===== src/rtl/ddr_bw_pkg.sv =====
// Shared types and helpers for the DDR read-bandwidth checker.
package ddr_bw_pkg;

    typedef enum logic [2:0] {
        S_IDLE,
        S_ARM,
        S_RUN,
        S_FLUSH,
        S_DONE
    } state_t;

    localparam int LANE_BITS          = 32;
    localparam int DATA_WIDTH_DEFAULT = 64;
    localparam int LANES              = DATA_WIDTH_DEFAULT / LANE_BITS;

    // Number of 32-bit pattern lanes carried by one beat.
    function automatic int lanes(input int data_width);
        return data_width / LANE_BITS;
    endfunction

    // BURST_LENGTH is encoded as beats-minus-one, like the read master.
    function automatic logic [31:0] beats_per_burst(input int burst_length);
        return 32'(burst_length + 1);
    endfunction

    // Increment that sticks at all-ones instead of wrapping.
    function automatic logic [31:0] sat_inc(input logic [31:0] value);
        return (value == '1) ? value : value + 32'd1;
    endfunction

endpackage


===== src/rtl/bw_pattern_gen.sv =====
// Expected-data generator: one incrementing 32-bit counter per lane.
module bw_pattern_gen
    import ddr_bw_pkg::*;
#(
    parameter int DATA_WIDTH = DATA_WIDTH_DEFAULT
) (
    input  logic                  clk,
    input  logic                  rstn,
    input  logic                  load,
    input  logic                  advance,
    input  logic [31:0]           seed,
    output logic [DATA_WIDTH-1:0] expected
);

    localparam int NLANES = lanes(DATA_WIDTH);

    // Lane k starts at seed+k; every accepted beat moves all lanes by NLANES.
    always_ff @(posedge clk) begin
        if (!rstn) begin
            expected <= '0;
        end else if (load) begin
            for (int k = 0; k < NLANES; k++) begin
                expected[k*32 +: 32] <= seed + 32'(k);
            end
        end else if (advance) begin
            for (int k = 0; k < NLANES; k++) begin
                expected[k*32 +: 32] <= expected[k*32 +: 32] + 32'(NLANES);
            end
        end
    end

endmodule


===== config.mk =====
export PLATFORM = sky130hd
export DESIGN_NAME = bw_pattern_gen
export DESIGN_NICKNAME = d
export VERILOG_FILES = /design/src/rtl/ddr_bw_pkg.sv /design/src/rtl/bw_pattern_gen.sv
export SDC_FILE = /design/constraint.sdc
export NUM_CORES = 1
export LEC_CHECK = 0
export BUFFER_PORTS_ARGS = -buffer_cell sky130_fd_sc_hd__buf_2
export CORE_ASPECT_RATIO = 1.75
export CORE_MARGIN = 8
export CORE_UTILIZATION = 54
export CTS_CLUSTER_SIZE = 10
export DETAILED_ROUTE_END_ITERATION = 12
export PLACE_DENSITY = 0.81
export RECOVER_POWER = 50
export SLEW_MARGIN = 20
export SYNTH_ARGS = -nofsm -noshare
export SYNTH_HDL_FRONTEND = slang
export SYNTH_SLANG_ARGS = --single-unit

===== constraint.sdc =====
create_clock -name clk -period 2.05 [get_ports clk]
set_clock_uncertainty 0.05 [all_clocks]
set_input_delay 0.205 -clock clk [delete_from_list [all_inputs] [get_ports clk]]
set_output_delay 0.205 -clock clk [all_outputs]
set_load 0.05 [all_outputs]

==> results of run 1 <==
metrics by stage:
| step | worst slack [ps] | util (%) | hold slack [ps] |
|---|---|---|---|
| 3_5_place_dp | 165 | 63.7 | 410 |
| 5_1_grt | 6.87 | 66.5 | 87.5 |
| 3_3_place_gp | 217 | 63.7 | 394 |
| 2_1_floorplan | 9.93 | - | 249 |
| 4_1_cts | 166 | 67.5 | 61.2 |
| 6_report | 126 | 66.5 | 59.2 |
final timing paths:
path                                           startpoint                         to  cells after the start
worst max-delay path            expected[38]$_SDFFE_PN0N_  expected[58]$_SDFFE_PN0N_                      5
worst min-delay path                              seed[0]  expected[32]$_SDFFE_PN0P_                      2
worst max register to register  expected[38]$_SDFFE_PN0N_  expected[58]$_SDFFE_PN0N_                      5
worst min register to register   expected[0]$_SDFFE_PN0P_   expected[0]$_SDFFE_PN0P_                      2
Yosys cell counts, types with 10 or more instances:
master | instances | area share [%]
dfxtp_1 | 64 | 32
o21ai_0 | 21 | 2.7
and4_1 | 14 | 3.1
a211oi_1 | 16 | 3.0
nand2_1 | 41 | 3.9
nand3_1 | 35 | 4.4
a21oi_1 | 26 | 3.3
xor2_1 | 47 | 10
nand4_1 | 32 | 5.1
and2_1 | 10 | 1.6
clkbuf_1 | 14 | 1.3
o22ai_1 | 13 | 2.1
nor2_1 | 28 | 2.7
xnor2_1 | 35 | 7.7
nor3_1 | 15 | 1.9
cells in the final DEF (no fill, tap or decap), drive strengths merged:
master	n
o21a	2
nand3b	1
inv	9
o21ai	24
a21oi	26
o211a	2
dfxtp	64
o31a	1
o31ai	1
mux2i	4
ha	3
o22ai	13
o311a	1
nand2	41
a31o	2
or4	1
nand3	36
xnor2	35
and3	9
or3	2
and2	10
buf	56
a311oi	1
a31oi	1
a211oi	18
nor2	28
clkbuf	71
nor4	10
and4	15
a21boi	1
nand4	35
nor3b	1
xor2	47
nor3	16
report_power, final:
part	internal [mW]	total (mW)	leakage, nW	switching, mW
clock	0.904	1.44	0.135	0.534
combinational	0.196	0.753	1.06	0.558
sequential	1.34	1.45	0.534	0.115
worst register-to-register path: stages (launching register included):
cell      delay (ps)
dfxtp_1          430
nand4_4          170
nor4_4           550
a31oi_1          160
nor3b_1          330
a211oi_2          80
routing by layer:
metal  track usage (%)  vias up  wire length, um
li1                  -     1977                -
met2              43.4      184             6710
met5                 0        -                0
met3              6.03       40              931
met1              24.5     1982             4480
met4              14.0        0              540
final cells by class:
type                    instances  area [um2]  share of cell area [%]
flip-flops and latches         64        1290                    27.1
clock buffers                  14         274                    5.74
repair buffers                113         528                    11.1
well taps                      86         108                    2.25
inverters                       9        33.8                   0.707
multi-input cells             387        2540                    53.2
cells by family (layout without fill, tap and decap cells):
group,after synthesis,after routing,share of synthesized area [%]
AND/OR/NAND/NOR,205,205,29.5
AO/OA/AOI/OAI,93,93,14.6
XOR/XNOR,82,82,18.1
flip-flops,64,64,32.4
buffers and inverters,34,136,3.45
multiplexers,4,4,1.01
adder cells (fa/ha/maj),3,3,0.949
==> results.py, run 1 <==
metrics = {
    "status": {
        "outcome": "complete, no violations",
    },
    "place": {
        "dp_hpwl_mm": 9.54,
        "gp_congestion": 0.921,
        "dpl_cell_area_um2": 4580,
        "portBuffers": 99,
        "place_inst": 659,
    },
    "timing": {
        "drv_slew": 0,
        "min_period_ps": 1920,
        "relSlewSlack_pct": 44.6,
        "fin_crit_sh_pct": 93.9,
        "setup_viol": 0,
        "worst_pin_slew_ps": 831,
        "finalHoldViolCount": 0,
        "rsz0062_at_grt": "no",
        "fin_setup_tns_ps": 0,
        "max_freq_mhz": 520,
    },
    "cells_and_area": {
        "top_register": "expected",
        "design_area_um2": 4780,
        "n_antenna_cell": 0,
        "fillers": 663,
        "final-instance-count-excl-fill": 673,
        "drive_gt1_share_pct": 15.8,
        "largest_reg_flops": 64,
        "area.growth.synth_to_final_pct": 20.7,
        "nNetsFinal": 623,
        "reg.largest.list": "expected x64",
    },
    "global_route": {
        "grt_max_degree": 40,
        "antenna_found_initial": 0,
        "grtUsageTotal_pct": 24.3,
        "grt_pass1_vias": 4136,
        "grt_pass1_wl_mm": 19.9,
        "grt.overflow.total": 0,
    },
    "min_path": {
        "hold_path_class": "input pin to register",
    },
    "floorplan": {
        "rows": 41,
        "placeableCoreArea_um2": 7180,
        "initial_core_util_pct": 55.1,
        "die_w_um": 80.7,
        "die_h_um": 129,
        "pin_count": 100,
        "die-area_um2": 10400,
    },
    "pwr": {
        "vdd_ir_drop_max_uv": 523,
        "p_leak_nw": 1.73,
        "power_mw": 3.64,
        "cellPowerDensity_nw_per_um2": 762,
    },
    "logic_synthesis": {
        "syn-cell-area_um2": 3960,
        "yosysWarnings": 0,
        "synth_edf_count": 0,
        "ys_async_sr_fraction_pct": 0,
        "ys_types": 46,
        "syn_inst": 485,
        "avgSynthCellArea_um2": 8.16,
        "synth_ff_type": "dfxtp_1",
        "syn_nets": 524,
        "synth_seq_cells": 64,
        "synth_seq_area_share_pct": 32.4,
    },
    "cts": {
        "cts_max_level": 3,
        "cts_tree": "yes",
        "clkLatencyLatePin_ps": 340,
        "ctsHoldBuffers": 0,
        "cts.reportedPaths.clkPinSlew_ps": 50,
        "cts.sinks": 64,
        "cts_resized": 0,
        "cts-root-buf": "clkbuf_16",
        "cts-buffers-inserted": 9,
        "postCtsSetupBuffers": 0,
        "cts_max_path_buffers": 2,
    },
    "setup_path": {
        "worst-path-buf-inv": 0,
        "crit_path_end_kind": "register",
        "cp-start-kind": "register",
        "path_delay_family": "simple AND/OR/NAND/NOR gates",
        "critPathArrivalTime_ps": 2060,
        "worstPathRequired_ps": 2190,
        "critPathKind": "register to register",
        "path_cells": "nand4_4 -> nor4_4 -> a31oi_1 -> nor3b_1 -> a211oi_2",
        "timing.critical_path.slowest_cell_delay_ps": 550,
        "cp_slowest_cell": "nor4_4",
        "r2r_slack_ps": 130,
        "path_max_fanout": 9,
    },
    "drt": {
        "drt-total-wl_mm": 12.7,
        "antenna_left": 0,
        "drc": 0,
        "wl_per_cell_um": 18.8,
        "drt_iter0_markers": 234,
        "firstDrtPassIters": 5,
        "drt-vias-per-instance": 6.22,
        "num_vias": 4183,
    },
    "flow_run": {
        "max-cap-violations": 0,
    },
}
Power figures use the tool's default switching activity.
==> run 2: changes to the inputs <==
--- a/config.mk
+++ b/config.mk
@@ -11,6 +11,7 @@
 export CORE_UTILIZATION = 54
 export CTS_CLUSTER_SIZE = 10
 export DETAILED_ROUTE_END_ITERATION = 12
+export HOLD_SLACK_MARGIN = 0.1
 export PLACE_DENSITY = 0.81
 export RECOVER_POWER = 50
 export SLEW_MARGIN = 20
==> results.py, run 2 (synthesis results as in run 1) <==
metrics = {
    "cts": {
        "clkLatencyLatePin_ps": 340,
        "cts_tree": "yes",
        "postCtsSetupBuffers": 0,
        "cts_max_level": 3,
        "cts.sinks": 64,
        "cts-root-buf": "clkbuf_16",
        "cts.reportedPaths.clkPinSlew_ps": 50,
        "cts_resized": 0,
        "cts-buffers-inserted": 9,
        "ctsHoldBuffers": 1,
        "cts_max_path_buffers": 2,
    },
    "cells_and_area": {
        "mostFrequentLayoutCells": "59 x clkbuf_1, 54 x dfxtp_1, 47 x xor2_1, 42 x buf_2, 41 x nand2_1",
        "fillers": 664,
        "area.growth.synth_to_final_pct": 20.9,
        "top_register": "expected",
        "drive_gt1_share_pct": 15.6,
        "nNetsFinal": 624,
        "largest_reg_flops": 64,
        "n_antenna_cell": 0,
        "reg.largest.list": "expected x64",
        "final_common_cell": "clkbuf_1",
    },
    "setup_path": {
        "path_max_fanout": 9,
        "worstPathRequired_ps": 2190,
        "critPathArrivalTime_ps": 2060,
        "r2r_cells": 5,
        "critPathKind": "register to register",
        "cp_slowest_cell": "nor4_4",
        "crit_path_end_kind": "register",
        "cp-start-kind": "register",
        "path_cells": "nand4_4 -> nor4_4 -> a31oi_1 -> nor3b_1 -> a211oi_2",
        "timing.critical_path.slowest_cell_delay_ps": 550,
    },
    "timing": {
        "rsz0062_at_grt": "no",
        "fin_setup_tns_ps": 0,
        "drv_slew": 0,
        "setup_viol": 0,
        "finalHoldViolCount": 0,
        "fin_crit_sh_pct": 93.9,
        "max_freq_mhz": 520,
        "min_period_ps": 1920,
        "relSlewSlack_pct": 44.2,
        "worst_pin_slew_ps": 837,
    },
    "pwr": {
        "vdd_ir_drop_max_uv": 520,
        "power_mw": 3.64,
        "internal_power_mw": 2.44,
        "p_leak_nw": 1.73,
        "switching_share_pct": 33.1,
        "cellPowerDensity_nw_per_um2": 761,
        "switchingPower_mw": 1.21,
        "clkPwrFrac_pct": 39.4,
        "p_comb_share_pct": 20.7,
        "p_seq_share_pct": 39.8,
    },
    "global_route": {
        "grt_max_degree": 40,
        "grt_pass1_vias": 4150,
        "antenna_found_initial": 0,
        "grt_pass1_wl_mm": 19.9,
        "grtUsageTotal_pct": 24.3,
        "grt.overflow.total": 0,
    },
    "status": {
        "outcome": "complete, no violations",
    },
    "floorplan": {
        "placeableCoreArea_um2": 7180,
        "die_h_um": 129,
        "die_w_um": 80.7,
        "pin_count": 100,
        "initial_core_util_pct": 55.1,
        "die-area_um2": 10400,
        "rows": 41,
    },
    "drt": {
        "num_vias": 4162,
        "drt_iter0_markers": 290,
        "drt-total-wl_mm": 12.7,
        "wl_per_cell_um": 18.8,
        "antenna_left": 0,
        "drt-vias-per-instance": 6.18,
        "firstDrtPassIters": 5,
        "drc": 0,
    },
    "place": {
        "portBuffers": 99,
        "gp_congestion": 0.921,
        "dp_hpwl_mm": 9.54,
    },
    "min_path": {
        "hold_path_class": "input pin to register",
        "holdPathStages": 3,
    },
    "flow_run": {
        "max-cap-violations": 0,
    },
}
==> run 2: cell types whose count changed in the layout (fill, tap and decap cells not counted), sizes merged <==
cell	before	now
dlygate4sd3	0	1
buf	56	55
clkbuf	71	72
==> run 2: power by group through the flow <==
stage	registers (mW)	logic, mW	clock network [mW]
after detailed placement	1.47	0.770	0
after global routing	1.46	0.800	1.49
after CTS	1.45	0.776	1.44
after global placement	1.46	0.762	0
after floorplan	1.74	0.242	0
final	1.45	0.755	1.44
==> run 2: metrics by stage <==
stage	utilization [%]	setup slack (ps)	std cells	area, um2	hold slack (ps)
CTS	67.7	166	674	4860	111
global route	66.6	6.87	674	4790	125
floorplan	-	9.93	485	3970	249
global placement	63.7	217	659	4580	394
detailed placement	63.7	165	659	4580	410
finish	66.6	125	674	4790	113
==> run 2: cell type report <==
class / instances / area (um2) / area share, %
Sequential cell: 64 / 1290 / 27.0
Clock buffer: 14 / 274 / 5.73
Tap cell: 86 / 108 / 2.25
Inverter: 9 / 33.8 / 0.706
Timing Repair Buffer: 114 / 537 / 11.2
Multi-Input combinational cell: 387 / 2540 / 53.1
==> run 2: worst paths after layout <==
kind | start | end | slack (ps)
setup / recovery | expected[38]$_SDFFE_PN0N_ | expected[58]$_SDFFE_PN0N_ | 130
hold / removal | seed[30] | expected[30]$_SDFFE_PN0N_ | 110
setup reg to reg | expected[38]$_SDFFE_PN0N_ | expected[58]$_SDFFE_PN0N_ | 130
hold reg to reg | expected[0]$_SDFFE_PN0P_ | expected[0]$_SDFFE_PN0P_ | 490
==> run 2: routing by layer <==
metal  vias to the layer above  track usage, %  wire length [um]
met1                      1976            24.4              4540
li1                       1977               -                 -
met2                       161            43.5              6720
met5                         -               0                 0
met3                        48            6.03               847
met4                         0            14.3               580
==> run 2: worst max-delay path: cells and delay by family (launching register included) <==
| family | cells | cell delay [ps] |
|---|---|---|
| AO/OA/AOI/OAI | 2 | 230 |
| AND/OR/NAND/NOR | 3 | 1050 |
| flip-flops | 1 | 430 |
==> run 3: changes to the inputs <==
--- a/config.mk
+++ b/config.mk
@@ -9,6 +9,7 @@
 export CORE_ASPECT_RATIO = 1.75
 export CORE_MARGIN = 8
 export CORE_UTILIZATION = 54
+export CTS_CLUSTER_DIAMETER = 40
 export CTS_CLUSTER_SIZE = 10
 export DETAILED_ROUTE_END_ITERATION = 12
 export HOLD_SLACK_MARGIN = 0.1
==> constraint.sdc (replaced) <==
create_clock -name clk -period 2.05 [get_ports clk]
set_clock_uncertainty 0.05 [all_clocks]
set_input_delay 0.5125 -clock clk [delete_from_list [all_inputs] [get_ports clk]]
set_output_delay 0.5125 -clock clk [all_outputs]
set_load 0.05 [all_outputs]
==> results.py, run 3 (synthesis results as in run 1) <==
metrics = {
    "status": {
        "outcome": "complete, no violations",
    },
    "cts": {
        "clkLatencyLatePin_ps": 330,
        "cts.reportedPaths.clkPinSlew_ps": 50,
        "cts_max_path_buffers": 2,
        "cts-root-buf": "clkbuf_16",
        "cts.sinks": 64,
        "cts-buffers-inserted": 9,
        "cts_max_level": 3,
        "cts_tree": "yes",
    },
    "drt": {
        "drc": 0,
        "drt-vias-per-instance": 6.23,
        "wl_per_cell_um": 18.5,
        "firstDrtPassIters": 5,
        "num_vias": 4239,
        "drt-total-wl_mm": 12.6,
        "antenna_left": 0,
        "drt_iter0_markers": 341,
    },
    "cells_and_area": {
        "fillers": 635,
        "nNetsFinal": 630,
        "mostFrequentLayoutCells": "54 x dfxtp_1, 54 x buf_2, 49 x clkbuf_1, 47 x xor2_1, 41 x nand2_1",
        "n_antenna_cell": 0,
        "drive_gt1_share_pct": 18.5,
        "largest_reg_flops": 64,
        "reg.largest.list": "expected x64",
        "design_area_um2": 4860,
        "area.growth.synth_to_final_pct": 22.9,
        "final-instance-count-excl-fill": 680,
        "top_register": "expected",
    },
    "timing": {
        "relSlewSlack_pct": 31.7,
        "fin_crit_sh_pct": 93.1,
        "worst_pin_slew_ps": 1030,
        "finalHoldViolCount": 0,
        "min_period_ps": 1910,
        "rsz0062_at_grt": "no",
        "drv_slew": 0,
        "setup_viol": 0,
        "max_freq_mhz": 524,
    },
    "place": {
        "dpl_cell_area_um2": 4640,
        "gp_congestion": 0.912,
        "portBuffers": 99,
        "place_inst": 664,
        "dp_hpwl_mm": 9.51,
    },
    "min_path": {
        "hold_path_class": "input pin to register",
    },
    "global_route": {
        "grt.overflow.total": 0,
        "antenna_found_initial": 0,
        "grtUsageTotal_pct": 24.4,
        "grt_max_degree": 60,
        "grt_pass1_vias": 4151,
        "grt_pass1_wl_mm": 20.0,
    },
    "setup_path": {
        "worst-path-buf-inv": 1,
        "path_cells": "nand2_1 -> nor4_4 -> buf_4 -> nand4_1 -> xor2_1 -> o22ai_1",
        "path_delay_family": "simple AND/OR/NAND/NOR gates",
        "worstPathRequired_ps": 2180,
        "critPathArrivalTime_ps": 2040,
        "crit_path_end_kind": "register",
        "cp_slowest_cell": "nor4_4",
        "path_max_fanout": 7,
        "timing.critical_path.slowest_cell_delay_ps": 470,
        "cp-start-kind": "register",
        "critPathKind": "register to register",
    },
    "floorplan": {
        "die_w_um": 80.7,
        "rows": 41,
        "die_h_um": 129,
        "initial_core_util_pct": 55.1,
        "placeableCoreArea_um2": 7180,
        "pin_count": 100,
        "die-area_um2": 10400,
    },
    "pwr": {
        "cellPowerDensity_nw_per_um2": 748,
        "power_mw": 3.64,
        "vdd_ir_drop_max_uv": 460,
        "p_leak_nw": 1.81,
    },
    "flow_run": {
        "max-cap-violations": 0,
    },
}
==> run 3: cell count changes in the layout (fill, tap and decap cells not counted), sizes merged <==
cell and delta:
dlygate4sd3 -1, clkbuf -10, buf +17
==> run 3: timing repair <==
item | in CTS | in global routing
endpoints found under the hold margin | 0 | 0
hold buffers | 0 | 0
resized for setup | 0 | 1
setup buffers | 0 | 2
setup endpoints to repair | 0 | 4
==> run 3: final timing paths <==
path / from / endpoint / slack [ps] / cells past startpoint
max: expected[39]$_SDFFE_PN0N_ / expected[50]$_SDFFE_PN0N_ / 140 / 6
min reg2reg: expected[0]$_SDFFE_PN0P_ / expected[0]$_SDFFE_PN0P_ / 460 / 2
min: seed[0] / expected[32]$_SDFFE_PN0P_ / 350 / 2
max reg2reg: expected[39]$_SDFFE_PN0N_ / expected[50]$_SDFFE_PN0N_ / 140 / 6
==> run 3: area by class of cell <==
cell class                      instances  area, um2  area share [%]
Inverter                                9       33.8           0.695
Clock buffer                           14        274            5.64
Multi-Input combinational cell        387       2540            52.3
Tap cell                               86        108            2.21
Timing Repair Buffer                  120        612            12.6
Sequential cell                        64       1290            26.6
==> run 3: report_power, final <==
part	total, mW	leakage, nW	switching, mW	internal [mW]
clock	1.43	0.135	0.524	0.904
combinational	0.762	1.14	0.556	0.206
sequential	1.45	0.534	0.114	1.34
total	3.64	1.81	1.19	2.45
==> run 3: worst reg2reg max path: stages (launching register included) <==
cell and delay (ps):
dfxtp_1 430, nand2_1 180, nor4_4 470, buf_4 200
nand4_1 110, xor2_1 200, o22ai_1 110
==> run 3: per-layer routing <==
layer | GRT usage (%) | up-vias | part of all wire [%]
met1 | 25.0 | 2023 | 36
met4 | 16.4 | 0 | 5.8
met5 | 0 | - | 0
met2 | 41.6 | 176 | 52
li1 | - | 1985 | -
met3 | 6.73 | 55 | 6.8
==> run 3: through the flow <==
step / setup TNS [ps] / hold WS (ps) / util (%) / setup WS, ps
2_1_floorplan: 0 / 557 / - / 9.93
3_3_place_gp: -6.23 / 431 / 64.6 / -6.23
3_5_place_dp: -106 / 445 / 64.6 / -69.2
4_1_cts: 0 / 343 / 68.4 / 154
5_1_grt: 0 / 370 / 67.7 / 52.2
6_report: 0 / 352 / 67.7 / 142
